## src/rtl/relogio_pkg.sv

```systemverilog
// relogio_pkg -- shared definitions for the clock / stopwatch block.
// Holds the field widths of a time-of-day value, the per-field rollover
// limits, the packed time-of-day struct and a helper that detects the
// last centisecond before a full wrap.
package relogio_pkg;

    localparam int CS_W = 7;
    localparam int SS_W = 6;
    localparam int MM_W = 6;
    localparam int HH_W = 5;

    localparam int CS_MAX = 99;
    localparam int SS_MAX = 59;
    localparam int MM_MAX = 59;

    typedef struct packed {
        logic [HH_W-1:0] hh;
        logic [MM_W-1:0] mm;
        logic [SS_W-1:0] ss;
        logic [CS_W-1:0] cs;
    } tod_t;

    // True when t is hour_wrap-1:59:59.99, i.e. the next increment wraps to zero.
    function automatic logic tod_is_last(input tod_t t, input int hour_wrap);
        return (t.cs == CS_W'(CS_MAX)) && (t.ss == SS_W'(SS_MAX)) &&
               (t.mm == MM_W'(MM_MAX)) && (t.hh == HH_W'(hour_wrap - 1));
    endfunction

endpackage

```

## src/rtl/time_counter.sv

```systemverilog
// time_counter -- hh:mm:ss.cs cascade counter.
// Ports:
//   clk, rst     rising-edge clock, synchronous active-high reset
//   i_en         advance by one centisecond this cycle
//   i_load       load i_load_val (highest priority after rst)
//   i_clr        zero the time (below load, above enable)
//   i_load_val   value loaded on i_load
//   o_time       current registered time
// All carries are resolved from the registered fields in the same cycle.
module time_counter
    import relogio_pkg::*;
#(
    parameter int HOUR_WRAP = 24
) (
    input  logic clk,
    input  logic rst,
    input  logic i_en,
    input  logic i_load,
    input  logic i_clr,
    input  tod_t i_load_val,
    output tod_t o_time
);

    tod_t r_time;
    logic w_cs_max;
    logic w_ss_max;
    logic w_mm_max;
    logic w_hh_max;

    assign w_cs_max = (r_time.cs == CS_W'(CS_MAX));
    assign w_ss_max = (r_time.ss == SS_W'(SS_MAX));
    assign w_mm_max = (r_time.mm == MM_W'(MM_MAX));
    assign w_hh_max = (r_time.hh == HH_W'(HOUR_WRAP - 1));

    always_ff @(posedge clk) begin
        if (rst) begin
            r_time <= '0;
        end else if (i_load) begin
            r_time <= i_load_val;
        end else if (i_clr) begin
            r_time <= '0;
        end else if (i_en) begin
            if (!w_cs_max) begin
                r_time.cs <= r_time.cs + CS_W'(1);
            end else begin
                r_time.cs <= '0;
                if (!w_ss_max) begin
                    r_time.ss <= r_time.ss + SS_W'(1);
                end else begin
                    r_time.ss <= '0;
                    if (!w_mm_max) begin
                        r_time.mm <= r_time.mm + MM_W'(1);
                    end else begin
                        r_time.mm <= '0;
                        r_time.hh <= w_hh_max ? '0 : r_time.hh + HH_W'(1);
                    end
                end
            end
        end
    end

    assign o_time = r_time;

endmodule

```

## src/rtl/relogio_cronometro.sv

```systemverilog
// relogio_cronometro -- time-of-day clock plus stopwatch with lap freeze.
// Ports:
//   clk, rst                    rising-edge clock, synchronous active-high reset
//   mode                        0 = show clock, 1 = show stopwatch
//   start_stop / clear / lap    one-cycle stopwatch control pulses
//   set_en, set_hh/mm/ss        one-cycle clock load with its values
//   cs/ss/mm/hh                 displayed time (registered, binary)
//   running, lap_hold           stopwatch status flags
//   day_wrap                    pulse after the clock wraps to 00:00:00.00
//   set_err                     pulse after a rejected set_en
module relogio_cronometro
    import relogio_pkg::*;
#(
    parameter int DIV       = 500000,
    parameter int HOUR_WRAP = 24
) (
    input  logic            clk,
    input  logic            rst,
    input  logic            mode,
    input  logic            start_stop,
    input  logic            clear,
    input  logic            lap,
    input  logic            set_en,
    input  logic [HH_W-1:0] set_hh,
    input  logic [MM_W-1:0] set_mm,
    input  logic [SS_W-1:0] set_ss,
    output logic [CS_W-1:0] cs,
    output logic [SS_W-1:0] ss,
    output logic [MM_W-1:0] mm,
    output logic [HH_W-1:0] hh,
    output logic            running,
    output logic            lap_hold,
    output logic            day_wrap,
    output logic            set_err
);

    localparam int PW = $clog2(DIV);

    logic [PW-1:0] r_presc;
    logic          r_running;
    logic          r_lap_hold;
    logic          r_day_wrap;
    logic          r_set_err;
    tod_t          r_lap;
    tod_t          r_disp;

    logic w_tick;
    logic w_set_ok;
    logic w_load_clk;
    logic w_clk_en;
    logic w_sw_en;
    tod_t w_set_val;
    tod_t w_clk_time;
    tod_t w_sw_time;
    tod_t w_disp_next;

    assign w_tick     = (r_presc == PW'(DIV - 1));
    assign w_set_ok   = (int'(set_hh) < HOUR_WRAP) && (int'(set_mm) <= MM_MAX) &&
                        (int'(set_ss) <= SS_MAX);
    assign w_load_clk = set_en & w_set_ok;
    // Any set_en cycle (accepted or rejected) leaves the clock time untouched
    // by the tick, so a rejected load really leaves the time unchanged.
    assign w_clk_en   = w_tick & ~set_en;
    assign w_sw_en    = w_tick & r_running;

    always_comb begin
        w_set_val    = '0;
        w_set_val.hh = set_hh;
        w_set_val.mm = set_mm;
        w_set_val.ss = set_ss;
    end

    time_counter #(.HOUR_WRAP(HOUR_WRAP)) u_clock (
        .clk        (clk),
        .rst        (rst),
        .i_en       (w_clk_en),
        .i_load     (w_load_clk),
        .i_clr      (1'b0),
        .i_load_val (w_set_val),
        .o_time     (w_clk_time)
    );

    time_counter #(.HOUR_WRAP(HOUR_WRAP)) u_stopwatch (
        .clk        (clk),
        .rst        (rst),
        .i_en       (w_sw_en),
        .i_load     (1'b0),
        .i_clr      (clear),
        .i_load_val ('0),
        .o_time     (w_sw_time)
    );

    always_comb begin
        w_disp_next = w_clk_time;
        if (mode) begin
            w_disp_next = r_lap_hold ? r_lap : w_sw_time;
        end
    end

    always_ff @(posedge clk) begin
        if (rst) begin
            r_presc    <= '0;
            r_running  <= 1'b0;
            r_lap_hold <= 1'b0;
            r_lap      <= '0;
            r_disp     <= '0;
            r_day_wrap <= 1'b0;
            r_set_err  <= 1'b0;
        end else begin
            // An accepted load restarts the centisecond period from zero.
            if (w_load_clk || w_tick) begin
                r_presc <= '0;
            end else begin
                r_presc <= r_presc + PW'(1);
            end
            r_day_wrap <= w_clk_en & tod_is_last(w_clk_time, HOUR_WRAP);
            r_set_err  <= set_en & ~w_set_ok;
            r_disp     <= w_disp_next;
            if (clear) begin
                r_running  <= 1'b0;
                r_lap_hold <= 1'b0;
            end else begin
                if (start_stop) begin
                    r_running <= ~r_running;
                end
                if (lap) begin
                    if (r_lap_hold) begin
                        r_lap_hold <= 1'b0;
                    end else if (mode && r_running) begin
                        r_lap_hold <= 1'b1;
                        r_lap      <= w_sw_time;
                    end
                end
            end
        end
    end

    assign cs       = r_disp.cs;
    assign ss       = r_disp.ss;
    assign mm       = r_disp.mm;
    assign hh       = r_disp.hh;
    assign running  = r_running;
    assign lap_hold = r_lap_hold;
    assign day_wrap = r_day_wrap;
    assign set_err  = r_set_err;

endmodule

```

## config.mk

```make
export PLATFORM = sky130hd
export DESIGN_NAME = relogio_cronometro
export DESIGN_NICKNAME = d
export VERILOG_FILES = /design/src/rtl/relogio_pkg.sv /design/src/rtl/time_counter.sv /design/src/rtl/relogio_cronometro.sv
export SDC_FILE = /design/constraint.sdc
export NUM_CORES = 1
export LEC_CHECK = 0
export CAP_MARGIN = 30
export CORE_MARGIN = 10
export CORE_UTILIZATION = 60
export CTS_CLUSTER_DIAMETER = 60
export DETAILED_ROUTE_END_ITERATION = 16
export DONT_BUFFER_PORTS = 1
export PLACE_DENSITY = 0.76
export SLEW_MARGIN = 15
export SYNTH_ARGS = -nofsm -noshare
export SYNTH_HDL_FRONTEND = slang
export SYNTH_SLANG_ARGS = --single-unit
```

## constraint.sdc

```tcl
create_clock -name clk -period 2.2 [get_ports clk]
set_input_delay 0.44 -clock clk [delete_from_list [all_inputs] [get_ports clk]]
set_output_delay 0.44 -clock clk [all_outputs]
set_load 0.05 [all_outputs]
```

==> qor.yml, run 1 <==
rsz0062_at_grt: "no"
dr.pass1.iters: 5
critical_path_class: "flop to flop"
path_clk_slew_ps: 60
pwr-share-comb_pct: 4.3
yosys.area.top_type: "dfxtp_1"
relSlewSlack_pct: 37.85
ios: 52
viasPerCell: 6.235
cts_buffer_depth: 2
finalClockSkew_ps: 6.920
grt_max_degree: 56
synth_area_leaders: "dfxtp_1 (42%), nand2_1 (5.6%), nor2_1 (4.9%), mux2i_1 (4.9%), a21oi_1 (3.5%)"
hold_viol: 0
preCtsSetupSlack_ps: 76.05
start_kind: "flop"
power_mw: 5.312
maxCapViolations: 0
ys_seq_elements: 119
hold_ws_ps: 25.32
fmax_ghz: 0.4938
end_kind: "flop"
die_w_um: 117.8
dr_wl_met3_um: 1321
synth_fa_ha_area_share_pct: 1.962
stdcell_count: 824
rows: 35
crit_arrival_ps: 2430
core_um2: 9284
post_drt_wl_per_cell_um: 18.81
overflow: 0
drc_errors: 0
grt_pass1_wl_um: 25680
clockRootBuffer: "clkbuf_8"
nNetsFinal: 715
placed_cell_area_um2: 6006
cellLeakagePower_nw: 2.327
synthCells: 658
clkLatencyLatePin_ps: 530
wl_um: 15500
ant_nets: 0
design_area_um2: 6721
synth_edf_count: 0
cts_buffers: 17
syn_avg_cell_area_um2: 8.722
grt_pass1_vias: 5054
drtIter0Drc: 684
period_needed_ps: 2025
netlist_area_um2: 5739
synth_compound_area_share_pct: 14.41
p_sw_mw: 1.294
die_area_um2: 13880
groute.usage.overall_pct: 22.36
required_ps: 2610
synth_xor_area_share_pct: 5.189
port_buffers: 0
place_hpwl_um: 10430
setup_ws_ps: 174.8
synthSimpleGateAreaFrac_pct: 28.19
fin_crit_sh_pct: 92.05
die_h_um: 117.8
hp-class: "input port to flop"
maxSlewViolCount: 0
ys_warn_count: 0
power_frac_seq_pct: 43.8
power_frac_clock_pct: 51.9
start_util_pct: 61.82
worst_pin_slew_ps: 932.3
wl_met1_um: 6582
highest_layer: "met4"
synthMuxAreaShare_pct: 5.080
htree_levels: 4
utilization_pct: 72.40
synth_top_family_by_area: "simple AND/OR/NAND/NOR gates"
route.vias.total: 5138
p_int_mw: 4.018
gp_congestion: 0.9154
status: "finished clean"
fin_tns_setup_ps: 0
swShare_pct: 24.36
synth_fp_nets: 691
crit_fanout: 9
yosysSeqAreaShare_pct: 41.51
power_density_nw_per_um2: 790.3
n_antenna_cell: 0
antenna_found_initial: 0
ys_top_cells_by_count: "dfxtp_1 (119), nand2_1 (85), nor2_1 (75)"
tritoncts: "yes"
setup_viol: 0
cts.sinks: 119
max-vdd-ir-drop_uv: 879.6
synth.most_common_cell: "dfxtp_1"
drive_gt1_share_pct: 15.97
dp_cells: 784
synth_cell_type_count: 71
synth_ff_type: "dfxtp_1"
synthArstFlopShare_pct: 0
area_growth_pct: 17.11
wl_met2_um: 7201
yosysTopAreaCellShare_pct: 41.51
==> cells by family after synthesis <==
family                     after synthesis
DFF                                    119
xor gates and xnor gates                34
AOI/OAI and AO/OA                      123
buffers and inverters                   47
adders and majority gates                9
muxes                                   29
and+or+nand+nor                        297
==> flip-flops by register name, indices dropped and copies added, names as in the netlist <==
register / flops
set_err: 1
lap_hold: 1
r_lap: 24
r_presc: 19
hh: 5
running: 1
cs: 7
ss: 6
u_stopwatch.o_time: 24
u_clock.o_time: 24
mm: 6
day_wrap: 1
==> per-layer routing <==
layer	vias to the layer above	global-route usage [%]
li1	2418	-
met1	2435	27.55
met2	237	35.59
met3	48	6.091
met4	0	10.12
met5	-	0
==> path summary, 6_finish.rpt <==
check | startpoint | to | slack [ps] | cells past startpoint
worst min-delay path | mode | hh[3]$_SDFF_PP0_ | 30 | 1
worst max register to register | r_presc[0]$_SDFF_PP0_ | u_stopwatch.o_time[3]$_SDFFE_PP0P_ | 170 | 8
worst min register to register | r_lap[17]$_SDFFE_PP0P_ | r_lap[17]$_SDFFE_PP0P_ | 450 | 2
worst max-delay path | r_presc[0]$_SDFF_PP0_ | u_stopwatch.o_time[3]$_SDFFE_PP0P_ | 170 | 8
==> timing repair <==
item,in CTS,in global routing
hold endpoints to repair,55,0
setup endpoints to repair,0,24
gates resized for setup,0,7
setup buffers,0,4
hold buffers,4,0
==> worst max-delay path, stage by stage, from the launching register on <==
cell	delay [ps]
dfxtp_1	380
ha_1	210
and3_1	190
buf_4	170
nand3_4	170
buf_4	230
nor3_1	310
xnor2_1	180
nor2_1	60
==> power groups by stage <==
| stage | registers [mW] | clock network [mW] | logic [mW] |
|---|---|---|---|
| 2_1_floorplan | 2.36 | 0 | 0.169 |
| 3_3_place_gp | 2.37 | 0 | 0.185 |
| 3_5_place_dp | 2.37 | 0 | 0.188 |
| 4_1_cts | 2.33 | 2.79 | 0.221 |
| 5_1_grt | 2.33 | 2.88 | 0.249 |
| 6_report | 2.33 | 2.76 | 0.226 |
==> cell usage in the layout (no fill, tap or decap), types with 8 or more instances in the layout <==
cell	instances
clkbuf_16	16
a21oi_1	40
o21ai_0	17
xnor2_1	16
ha_1	9
xor2_1	18
nand3_1	31
o31ai_1	8
inv_1	9
a211oi_1	26
and3_1	11
nor2_1	75
nand4_1	16
nor3_1	13
mux2i_1	28
dfxtp_1	118
buf_4	38
nand2_1	85
==> layout make-up <==
class                   instances  area (um^2)
clock buffers                  17        414.1
clock inverters                15        178.9
fillers                       655         2562
inverters                       9        33.78
multi-input cells             492         3194
flip-flops and latches        119         2384
well taps                     129        161.4
repair buffers                 43        355.3
No activity file was read; power rests on OpenSTA's default activity.
==> inputs of run 2 (changes only) <==
- CELL_PAD_IN_SITES_DETAIL_PLACEMENT: unset -> 1
- CELL_PAD_IN_SITES_GLOBAL_PLACEMENT: unset -> 1
- CORE_UTILIZATION: 60 -> 48
- PLACE_DENSITY: 0.76 -> unset
- PLACE_DENSITY_LB_ADDON: unset -> 0.1
==> run 2 against run 1 <==
  * Via count decreased by 0.29%
  * Worst hold slack better by 67 ps
  * Register-to-register slack worse by 50 ps
  * Critical path depth is 2 lower
  * Global-route usage down 0.67 points
  * Clock-buffer cell count grew 13
  * Sequential power barely moved
==> qor.yml, run 2 (synthesis gave the netlist of run 1 again) <==
place_hpwl_um: 12480  # +20%
die_h_um: 129.3  # +9.8%
rr_startpoint: "r_presc[6]$_SDFF_PP0_"
worst_pin_slew_ps: 702.0  # -230.3 ps
maxSlewViolCount: 0  # unchanged
required_ps: 2540  # -70 ps
placed_cell_area_um2: 6103  # +1.6%
grt_pass1_wl_um: 28590  # +11%
mostFrequentLayoutCells: "dfxtp_1 (118), nand2_1 (85), nor2_1 (75)"
finalClockSkew_ps: 9.830  # +2.910 ps
overflow: 0  # unchanged
rows: 39  # +11%
dr.pass1.iters: 5  # unchanged
status: "finished clean"
ant_nets: 0  # unchanged
cellLeakagePower_nw: 2.324  # -0.13%
relSlewSlack_pct: 53.20  # +15 points
drive_gt1_share_pct: 15.62  # -0.36 points
hp-class: "input port to flop"
holdPathStages: 1  # unchanged
htree_levels: 4  # unchanged
grt_pass1_vias: 5228  # +3.4%
antenna_found_initial: 0  # unchanged
drc_errors: 0  # unchanged
tritoncts: "yes"
rrSetupSlack_ps: 120  # -50 ps
groute.usage.overall_pct: 21.69  # -0.67 points
n_antenna_cell: 0  # unchanged
start_util_pct: 49.63  # -12 points
setup_viol: 0  # unchanged
maxCapViolations: 0  # unchanged
ios: 52  # unchanged
core_um2: 11560  # +25%
die_w_um: 129.3  # +9.8%
post_drt_wl_per_cell_um: 21.24  # +13%
gp_congestion: 0.8723  # -4.7%
start_kind: "flop"
crit_fanout: 14  # +5
drtIter0Drc: 424  # -38%
setup_ws_ps: 123.2  # -51.67 ps
wl_um: 17860  # +15%
power_density_nw_per_um2: 768.3  # -2.8%
fin_tns_setup_ps: 0  # unchanged
fin_crit_sh_pct: 94.40  # +2.3 points
path_clk_slew_ps: 50  # about the same
holdPathEnd: "cs[0]$_SDFF_PP0_"
nNetsFinal: 718  # +0.42%
cts.sinks: 119  # unchanged
period_needed_ps: 2077  # +51.67 ps
clockRootBuffer: "clkbuf_16"
hold_viol: 0  # unchanged
cts_buffer_depth: 2  # unchanged
critical_path_class: "flop to flop"
reg2reg_to: "u_stopwatch.o_time[22]$_SDFFE_PP0P_"
layout_commonest_cell: "dfxtp_1"
grt_max_degree: 66  # +18%
utilization_pct: 58.04  # -14 points
end_kind: "flop"
design_area_um2: 6713  # -0.13%
die_area_um2: 16730  # +21%
area_growth_pct: 16.96
cts_buffers: 17  # unchanged
max-vdd-ir-drop_uv: 619.2  # -30%
r2r.worst_path.cells: 6  # -2
port_buffers: 0  # unchanged
preCtsSetupSlack_ps: -15.08  # -91.13 ps
fmax_ghz: 0.4815  # -2.5%
min-delay-start: "rst"
viasPerCell: 6.092  # -2.3%
route.vias.total: 5123  # -0.29%
clkLatencyLatePin_ps: 410  # -120 ps
crit_arrival_ps: 2410  # -20 ps
==> run 2: critical path, stage by stage, from the launching register on <==
cell and delay [ps]:
dfxtp_1 360, nor4b_4 430, buf_4 220, and3_4 250
nand3_4 190, nor3_1 330, mux2i_1 220
==> run 2: layout make-up <==
type                            instances  area (um^2)
Tap cell                              143        178.9
Inverter                                9        33.78
Clock inverter                          2        35.03
Multi-Input combinational cell        492         3187
Clock buffer                           30        524.3
Sequential cell                       119         2384
Timing Repair Buffer                   46        370.4
Fill cell                            1335         4852
==> run 2: worst max path at each step <==
stage,startpoint,to,slack (ps),depth (start not counted)
after CTS,r_presc[0]$_SDFF_PP0_,u_clock.o_time[12]$_SDFFE_PP0P_,20,8
after floorplan,running$_SDFFE_PP0P_,u_stopwatch.o_time[13]$_SDFFE_PP0P_,80,7
after detailed placement,r_presc[0]$_SDFF_PP0_,u_clock.o_time[21]$_SDFFE_PP0P_,-20,7
after global routing,r_presc[11]$_SDFF_PP0_,u_stopwatch.o_time[13]$_SDFFE_PP0P_,-7,6
final,r_presc[6]$_SDFF_PP0_,u_stopwatch.o_time[22]$_SDFFE_PP0P_,120,6
after global placement,r_presc[0]$_SDFF_PP0_,u_clock.o_time[21]$_SDFFE_PP0P_,150,7
==> run 2: report_power, final <==
part	internal [mW]	switching (mW)
registers	2.21	0.127
logic	0.0753	0.123
clock network	1.70	0.922
total	3.99	1.17
==> run 2: what timing repair did <==
item,in CTS,in global routing
gates resized for setup,2,5
buffers inserted,0,2
setup endpoints to repair,2,19
endpoints found under the hold margin,0,0
pin swaps,0,1
hold buffers,0,0
==> run 2: metal layers <==
metal	part of all wire (%)	GRT usage, %
met1	44	26.76
met2	49	36.84
met3	5.8	5.424
met4	1.2	5.886
met5	0	0
==> run 2: metrics by stage <==
| stage | total power, mW | cells | hold WS (ps) |
|---|---|---|---|
| finish | 5.158 | 841 | 92.77 |
| global route | 5.320 | 841 | 80.14 |
| CTS | 5.196 | 839 | 86.90 |
| detailed placement | 2.572 | 807 | 444.3 |
| global placement | 2.563 | 807 | 435.2 |
| floorplan | 2.531 | 658 | 426.1 |
